File: src/rtl/mac_pkg.sv
// Shared definitions for the MAC transmit path: FSM encoding, frame constants
// and the reflected CRC-32 byte-update function used by the CRC engine.
package mac_pkg;

  typedef enum logic [1:0] {
    IDLE = 2'd0,
    DATA = 2'd1,
    PAD  = 2'd2,
    FCS  = 2'd3
  } state_e;

  localparam int          ETH_MIN_PAYLOAD = 60;
  localparam int          FCS_BYTES       = 4;
  localparam logic [31:0] CRC_INIT        = 32'hFFFFFFFF;
  localparam logic [31:0] CRC_POLY_REFL   = 32'hEDB88320;

  // LSB-first update of the CRC register by one byte.
  function automatic logic [31:0] crc32_d8_next(input logic [31:0] crc,
                                                input logic [7:0]  data);
    logic [31:0] c;
    c = crc ^ {24'h000000, data};
    for (int i = 0; i < 8; i++)
      c = c[0] ? ((c >> 1) ^ CRC_POLY_REFL) : (c >> 1);
    return c;
  endfunction

endpackage

File: src/rtl/crc32_d8.sv
// Byte-wide Ethernet CRC-32 engine. o_crc is the finished FCS value
// (register already reflected by the LSB-first update, then inverted).
module crc32_d8
  import mac_pkg::*;
(
  input  logic        i_clk,
  input  logic        i_rst,
  input  logic        i_en,
  input  logic [7:0]  i_data,
  output logic [31:0] o_crc
);

  logic [31:0] crc;

  always_ff @(posedge i_clk or posedge i_rst) begin
    if (i_rst)
      crc <= CRC_INIT;
    else if (i_en)
      crc <= crc32_d8_next(crc, i_data);
  end

  assign o_crc = ~crc;

endmodule

File: src/rtl/mac_tx_fcs_ctrl.sv
// TX FCS sequencer: forwards frame bytes, zero-pads to MIN_LEN, appends the
// 4-byte FCS and owns the CRC engine's clear/advance controls.
module mac_tx_fcs_ctrl
  import mac_pkg::*;
#(
  parameter int MIN_LEN = ETH_MIN_PAYLOAD,
  parameter int CNT_W   = 11
) (
  input  logic       i_clk,
  input  logic       i_rst,
  input  logic [7:0] s_data,
  input  logic       s_valid,
  input  logic       s_last,
  output logic       s_ready,
  output logic [7:0] m_data,
  output logic       m_valid,
  output logic       m_last,
  input  logic       m_ready,
  output logic       o_busy,
  output logic       o_frame_done
);

  localparam logic [CNT_W-1:0] CNT_MAX   = '1;
  localparam logic [CNT_W:0]   MIN_LEN_W = MIN_LEN[CNT_W:0];
  localparam logic [1:0]       FCS_LAST  = 2'(FCS_BYTES - 1);

  state_e           state;
  logic [CNT_W-1:0] cnt;
  logic [CNT_W-1:0] cnt_inc;
  logic [1:0]       fcs_idx;
  logic             crc_clr;
  logic             crc_rst;
  logic             crc_en;
  logic [7:0]       crc_data;
  logic [31:0]      crc_fcs;
  logic [7:0]       fcs_byte;

  // Saturating count keeps oversized frames from wrapping back into PAD.
  assign cnt_inc = (cnt == CNT_MAX) ? cnt : cnt + 1'b1;
  assign o_busy  = (state != IDLE);
  assign crc_rst = i_rst | crc_clr;

  always_comb begin
    fcs_byte = crc_fcs[7:0];
    case (fcs_idx)
      2'd0: fcs_byte = crc_fcs[7:0];
      2'd1: fcs_byte = crc_fcs[15:8];
      2'd2: fcs_byte = crc_fcs[23:16];
      2'd3: fcs_byte = crc_fcs[31:24];
      default: fcs_byte = crc_fcs[7:0];
    endcase
  end

  always_comb begin
    s_ready  = 1'b0;
    m_valid  = 1'b0;
    m_last   = 1'b0;
    m_data   = 8'h00;
    crc_en   = 1'b0;
    crc_data = 8'h00;
    case (state)
      DATA: begin
        m_data   = s_data;
        m_valid  = s_valid;
        s_ready  = m_ready;
        crc_en   = s_valid & m_ready;
        crc_data = s_data;
      end
      PAD: begin
        m_valid = 1'b1;
        crc_en  = m_ready;
      end
      FCS: begin
        m_valid = 1'b1;
        m_last  = (fcs_idx == FCS_LAST);
        m_data  = fcs_byte;
      end
      default: ;
    endcase
  end

  always_ff @(posedge i_clk or posedge i_rst) begin
    if (i_rst) begin
      state        <= IDLE;
      cnt          <= '0;
      fcs_idx      <= '0;
      crc_clr      <= 1'b0;
      o_frame_done <= 1'b0;
    end else begin
      crc_clr      <= 1'b0;
      o_frame_done <= 1'b0;
      case (state)
        IDLE: state <= DATA;
        DATA: begin
          if (s_valid && m_ready) begin
            cnt <= cnt_inc;
            if (s_last)
              state <= ({1'b0, cnt_inc} < MIN_LEN_W) ? PAD : FCS;
          end
        end
        PAD: begin
          if (m_ready) begin
            cnt <= cnt_inc;
            if ({1'b0, cnt_inc} == MIN_LEN_W)
              state <= FCS;
          end
        end
        FCS: begin
          if (m_ready) begin
            fcs_idx <= fcs_idx + 1'b1;
            // Clear pulse lands in the IDLE bubble, so the next frame starts from CRC_INIT.
            if (fcs_idx == FCS_LAST) begin
              state        <= IDLE;
              cnt          <= '0;
              fcs_idx      <= '0;
              crc_clr      <= 1'b1;
              o_frame_done <= 1'b1;
            end
          end
        end
        default: state <= IDLE;
      endcase
    end
  end

  crc32_d8 u_crc (
    .i_clk  (i_clk),
    .i_rst  (crc_rst),
    .i_en   (crc_en),
    .i_data (crc_data),
    .o_crc  (crc_fcs)
  );

endmodule

File: config.mk
export PLATFORM = sky130hd
export DESIGN_NAME = mac_tx_fcs_ctrl
export DESIGN_NICKNAME = d
export VERILOG_FILES = /design/src/rtl/mac_pkg.sv /design/src/rtl/crc32_d8.sv /design/src/rtl/mac_tx_fcs_ctrl.sv
export SDC_FILE = /design/constraint.sdc
export NUM_CORES = 1
export LEC_CHECK = 0
export ABC_AREA = 1
export ABC_CLOCK_PERIOD_IN_PS = 1740
export BUFFER_PORTS_ARGS = -buffer_cell sky130_fd_sc_hd__buf_2
export CORE_MARGIN = 2
export CORE_UTILIZATION = 45
export CTS_CLUSTER_SIZE = 25
export DETAILED_ROUTE_END_ITERATION = 12
export GPL_TIMING_DRIVEN = 0
export PLACE_DENSITY_LB_ADDON = 0.15
export SLEW_MARGIN = 20
export SYNTH_ARGS = -nofsm -noshare
export SYNTH_HDL_FRONTEND = slang
export SYNTH_SLANG_ARGS = --single-unit
File: constraint.sdc
create_clock -name i_clk -period 1.74 [get_ports i_clk]
set_input_delay 0.174 -clock i_clk [delete_from_list [all_inputs] [get_ports i_clk]]
set_output_delay 0.174 -clock i_clk [all_outputs]
set_load 0.005 [all_outputs]
* Yosys cells after proc, flatten, opt, wreduce, memory -nomap -nowiden
Cells that the tools add are included.
W data, S select, Z words.
** Operators by class
- Add/sub/neg operators :: 2
- Multiply operators :: 0
- Div/mod/pow operators :: 0
- Order comparisons :: 1
- Equality and inequality tests :: 14
- Shift operators :: 0
- Muxes and demuxes :: 33
- Bitwise operators :: 12
- Reduce and logical (&&, ||, !) cells :: 9
** Operators by type and width (number)
- $mux W32 :: 8
- $not A13 Y14 :: 8
- $mux W11 :: 5
- $pmux W11 S3 :: 1
- $not A32 Y32 :: 1
- $pmux W8 S4 :: 1
- $xor A32 B8 Y32 :: 1
- $pmux W8 S2 :: 1
- $mux W2 :: 7
- $ne A2 B2 Y1 const B :: 6
- $add A11 B1 Y11 const B :: 1
- $eq A11 B11 Y1 const B :: 1
- $eq A11 B6 Y1 const B :: 1
- $lt A11 B6 Y1 const B :: 1
- $eq A2 B2 Y1 const B :: 4
- $mux W8 :: 1
- $pmux W2 S4 :: 1
- $mux W1 :: 6
- $reduce_and A6 Y1 :: 1
- $reduce_and A5 Y1 :: 1
- $eq A2 B1 Y1 const B :: 2
- $logic_not A2 Y1 :: 2
- $pmux W1 S2 :: 2
- $reduce_bool A3 Y1 :: 1
- other kinds (7) :: 7
** Word-level totals
- Register bits after elaboration :: 48
- Latch bits :: 0
- Bits in writable memories :: 0
- ROM bits :: 0
- Output and inout bits :: 13
- Logic and storage cells :: 76
- Memories :: 0

* Logic depth before layout (Yosys ltp)
- Depth after elaboration :: 19
- Depth in mapped cells :: 16
- Mapped depth without buffers :: 14

* Modules after synthesis
Synthesis repeated with hierarchy kept, for this count alone.
** Unflattened totals
- Cells, all modules :: 631
- Area, all modules :: 4018.9 um^2
** Modules (own cells, without submodules)
- crc32_d8 :: times used 1, cells each 385, area an instance 2478.6 um^2, seq. area each 840.8 um^2
- mac_tx_fcs_ctrl :: times used 1, cells each 246, area an instance 1540.2 um^2, seq. area each 400.4 um^2

* Worst setup path after synthesis
OpenSTA, ideal clock, no wires.
- Kind :: reg2reg
- Start point :: register state[1]
- End point :: register u_crc.crc[20]
- Arrival time :: 1.945 ns
- Path slack :: -0.281 ns
- Cell stages (with the launch flop) :: 15
- Path buffers :: 2
- Cells stage by stage :: dfrtp_1 -> inv_1 -> ha_1 -> buf_4 -> buf_6 -> nand2_2 -> xor2_1 -> nand2_1 -> nand2_4 -> xor2_2 -> nand2_1 -> nand2_1 -> nand2_1 -> nand3_1 -> nand2_1
** On the way
- Word-level cells in the longest chain between the ends :: 16
** RTL lines
- start: declaration :: line mac_tx_fcs_ctrl.sv:27 : state_e state;
- start signal: assignment :: line mac_tx_fcs_ctrl.sv:98 : state <= ({1'b0, cnt_inc} < MIN_LEN_W) ? PAD : FCS;
- $eq A2 B1 Y1 :: line mac_tx_fcs_ctrl.sv:61 : case (state)
- $mux W8 :: line mac_tx_fcs_ctrl.sv:61
- $xor A32 B8 Y32 :: line mac_pkg.sv:21 : c = crc ^ {24'h000000, data};
- $mux W32 :: line mac_pkg.sv:23 : c = c[0] ? ((c >> 1) ^ CRC_POLY_REFL) : (c >> 1);
- $not A13 Y14 (no line)
- $mux W32 (2 in series) :: line mac_pkg.sv:23
- $not A13 Y14 (no line)
- $mux W32 :: line mac_pkg.sv:23
- $not A13 Y14 (no line)
- $mux W32 (2 in series) :: line mac_pkg.sv:23
- $not A13 Y14 (no line)
- $mux W32 :: line mac_pkg.sv:23
- $not A13 Y14 (no line)
- $mux W32 :: line mac_pkg.sv:23
- end signal: assignment :: line crc32_d8.sv:19 : crc <= crc32_d8_next(crc, i_data);
- end: declaration :: line crc32_d8.sv:13 : logic [31:0] crc;
Parallel ways exist; a longest one is shown, timed or not.
A chain may end at the register's enable or synchronous reset.

* Worst setup path after layout
Same ends and word-level chain as after synthesis.

==> summary.txt <==
STA
  • Count of endpoints failing setup in the final report: 56
  • Fin. Hold Viols: 0
  • Slack of the critical path: -395 ps
  • Number of slew-limit violations in the final report: 0
  • Clock skew: 20.6 ps
  • Crit path time final: 2130 ps
  • Period utilization: 1.23
  • Max-slew headroom at the worst pin: 0.547
  • Maximum achievable frequency: 468 MHz
  • Slew of the pin with the lowest slew margin: 678 ps
  • RSZ-0062 raised after global routing: true

Outcome
  • Outcome: finished, violations left
  • Failing checks: setup timing

Critical path
  • CP max stage delay: 410 ps
  • CP max FO: 8
  • List of cells traversed by the critical path: inv_2 > ha_4 > buf_12 > buf_12 > nand2_8 > xor2_4 > nand2_4 > nand2_8 > xor2_4 > nand2_1 > nand2_1 > nand2_1 > nand3_1 > nand2_1
  • Worst EP required: 1990 ps
  • Arrival time reported for the critical path endpoint: 2380 ps
  • Crit-path most repeated cell: sky130_fd_sc_hd__nand2_1
  • Kind of end point of the critical path: flip-flop
  • Start-to-end type of the worst setup path: flip-flop to flip-flop
  • Slowest cell on crit path: sky130_fd_sc_hd__dfrtp_1
  • Type of origin of the critical path: flip-flop

GRT
  • Number of antenna violations at the first check in global routing: 0
  • Overall Global Routing Usage: 0.292
  • Vias in the first global route: 3758
  • Remaining global-route overflow: 0
  • Maximum number of pins on one net before global-route repair: 20
  • Global-route wire length before repair: 19500 um

Logic synthesis
  • Dominant cell type by area after synthesis: sky130_fd_sc_hd__dfstp_2
  • Number of cells produced by synthesis: 485
  • Number of synthesized flops with an enable pin: 0
  • Async SR Flop Fraction: 1.00
  • Top cells by instance count after synthesis: 147 x sky130_fd_sc_hd__nand2_1, 51 x sky130_fd_sc_hd__inv_1, 41 x sky130_fd_sc_hd__o21ai_0, 41 x sky130_fd_sc_hd__xor2_1, 32 x sky130_fd_sc_hd__dfstp_2
  • Post-synth net total: 508
  • Yosys Warn Count: 0
  • Post-synthesis sequential element count: 48
  • Fraction of synthesized cell area taken by the top area cell type: 0.230
  • Yosys cell types: 34
  • Post-synthesis average cell area: 7.53 um^2
  • Count leader, synth: sky130_fd_sc_hd__nand2_1
  • Summed instance area of the synthesized netlist: 3650 um^2
  • Dominant synthesized flop cell: sky130_fd_sc_hd__dfstp_2
  • Largest cells by area after synthesis: sky130_fd_sc_hd__dfstp_2 23%, sky130_fd_sc_hd__nand2_1 15%, sky130_fd_sc_hd__dfrtp_1 11%, sky130_fd_sc_hd__xor2_1 9.8%, sky130_fd_sc_hd__o21ai_0 5.6%
  • Share of synthesized area occupied by flip-flops and latches: 0.340

Clock tree
  • CTS buffer count: 5
  • CTS clk-pin slew, worst paths: 90 ps
  • Clock Tree Buf Depth: 2
  • Maximum level of the CTS H-tree: 2
  • Worst-skew pair later-pin latency: 330 ps
  • Clock net sink count: 48
  • Cell at the root of the clock tree: sky130_fd_sc_hd__clkbuf_8
  • TritonCTS clock tree: done

Floorplan
  • Width of the chip: 94.1 um
  • Die Footprint: 8850 um^2
  • I/O pins: 26
  • Die boundary height: 94.1 um
  • Rows: 32
  • Core region area: 7810 um^2
  • Starting density of the core: 0.468

Cells and area
  • Finished layout cell area: 6030 um^2
  • Number of diodes: 0
  • Synthesis-to-layout area growth: 65.2%
  • Fraction of final layout cells sized beyond drive strength 1: 0.518
  • Filler instances: 448
  • Post-layout net count: 621

Routing
  • Post-detailed-routing wire length: 14200 um
  • Via density per instance: 5.70
  • Vias after detailed routing: 3994
  • Final ANT Viol Nets: 0
  • Number of DRC markers in iteration 0: 309
  • Per-cell routed wire length: 20.2 um
  • Number of optimization iterations in the first detailed-route pass: 5
  • Count of unresolved DRC violations after routing: 0

Placed design
  • Port-buffer cells: 25
  • Sum of net half-perimeters after detailed placement: 7160 um
  • Area after DPL: 4100 um^2
  • Routability Congestion: 0.865

Worst hold path
  • Worst min-delay path category: primary input to flip-flop

Flow run
  • Max-cap violation count: 0
[cells by family after synthesis]
group,synth area share
buffers and inverters,0.0726
AO/OA/AOI/OAI,0.116
flip-flops,0.340
XOR/XNOR,0.188
AND/OR/NAND/NOR,0.249
adder cells (fa/ha/maj),0.0343
[worst max-delay path: cells and delay by family, from the launching register on]
kind	cells	cell delay, ps
buf+inv	3	420
flops	1	410
xor+xnor	2	420
fa+ha+maj	1	140
simple gates	8	660
[registers in the layout (all words and copies together) (netlist names)]
| register | count |
|---|---|
| fcs_idx | 2 |
| state | 2 |
| crc_clr | 1 |
| u_crc.crc | 32 |
| cnt | 11 |
[final cells by class]
type / instances / area, um^2 / share of cell area
plain buffers: 12 / 171 / 0.0284
clock buffers: 6 / 82.6 / 0.0137
clock inverters: 2 / 10.0 / 0.00166
inverters: 52 / 244 / 0.0404
multi-input cells: 371 / 3180 / 0.527
flip-flops and latches: 48 / 1240 / 0.206
well taps: 102 / 128 / 0.0212
repair buffers: 108 / 973 / 0.161
[layout by cell type, fill, tap and decap left out, types with 8 or more instances in the layout]
| cell type | n |
|---|---|
| sky130_fd_sc_hd__buf_12 | 8 |
| sky130_fd_sc_hd__buf_2 | 25 |
| sky130_fd_sc_hd__buf_4 | 53 |
| sky130_fd_sc_hd__buf_6 | 23 |
| sky130_fd_sc_hd__clkbuf_8 | 8 |
| sky130_fd_sc_hd__dfrtp_1 | 13 |
| sky130_fd_sc_hd__dfstp_2 | 32 |
| sky130_fd_sc_hd__ha_4 | 8 |
| sky130_fd_sc_hd__inv_1 | 35 |
| sky130_fd_sc_hd__nand2_1 | 116 |
| sky130_fd_sc_hd__nand2_2 | 18 |
| sky130_fd_sc_hd__nand2_4 | 15 |
| sky130_fd_sc_hd__nand3_1 | 19 |
| sky130_fd_sc_hd__nor2_1 | 15 |
| sky130_fd_sc_hd__o21ai_1 | 30 |
| sky130_fd_sc_hd__xnor2_1 | 8 |
| sky130_fd_sc_hd__xor2_1 | 31 |
| sky130_fd_sc_hd__xor2_4 | 11 |
[per-layer routing]
metal  part of all wire  track usage
met1               0.39        0.372
met5                  0            0
met3              0.071       0.0498
met4              0.040        0.109
met2               0.49        0.496
[metrics by stage]
step | instances | TNS (ps) | utilization | hold WS (ps) | setup slack, ps
global route | 701 | -17700 | 0.773 | 262 | -546
CTS | 679 | -6360 | 0.697 | 196 | -289
detailed placement | 613 | -23490 | 0.525 | 330 | -546
global placement | 612 | -40270 | 0.520 | 323 | -590
finish | 701 | -13800 | 0.773 | 230 | -395
floorplan | 485 | -1580 | - | 87.7 | -163
[path summary, 6_finish.rpt]
kind / start / to / slack [ps] / cells after the start
min in group asynchronous: i_rst / cnt[8]$_DFFE_PP0P_ / 530 / 3
max reg2reg: state[1]$_DFFE_PP0P_ / u_crc.crc[20]$_DFFE_PP1P_ / -390 / 14
max in group asynchronous: i_rst / u_crc.crc[22]$_DFFE_PP1P_ / 690 / 4
min: m_ready / fcs_idx[0]$_DFFE_PP0P_ / 230 / 3
min reg2reg: u_crc.crc[24]$_DFFE_PP1P_ / u_crc.crc[24]$_DFFE_PP1P_ / 510 / 2
max: state[1]$_DFFE_PP0P_ / u_crc.crc[20]$_DFFE_PP1P_ / -390 / 14
[what timing repair did]
item | 4_1_cts | 5_1_grt
gates resized for setup | 181 | 91
setup buffers | 56 | 21
pin swaps | 41 | 47
hold endpoints to repair | 12 | 0
endpoints found under the setup margin | 55 | 56
gates cloned | 3 | 2
hold buffers | 1 | 0
Power is not shown: default switching activity piles up to over one toggle a cycle in this logic, so the estimate is an artifact.
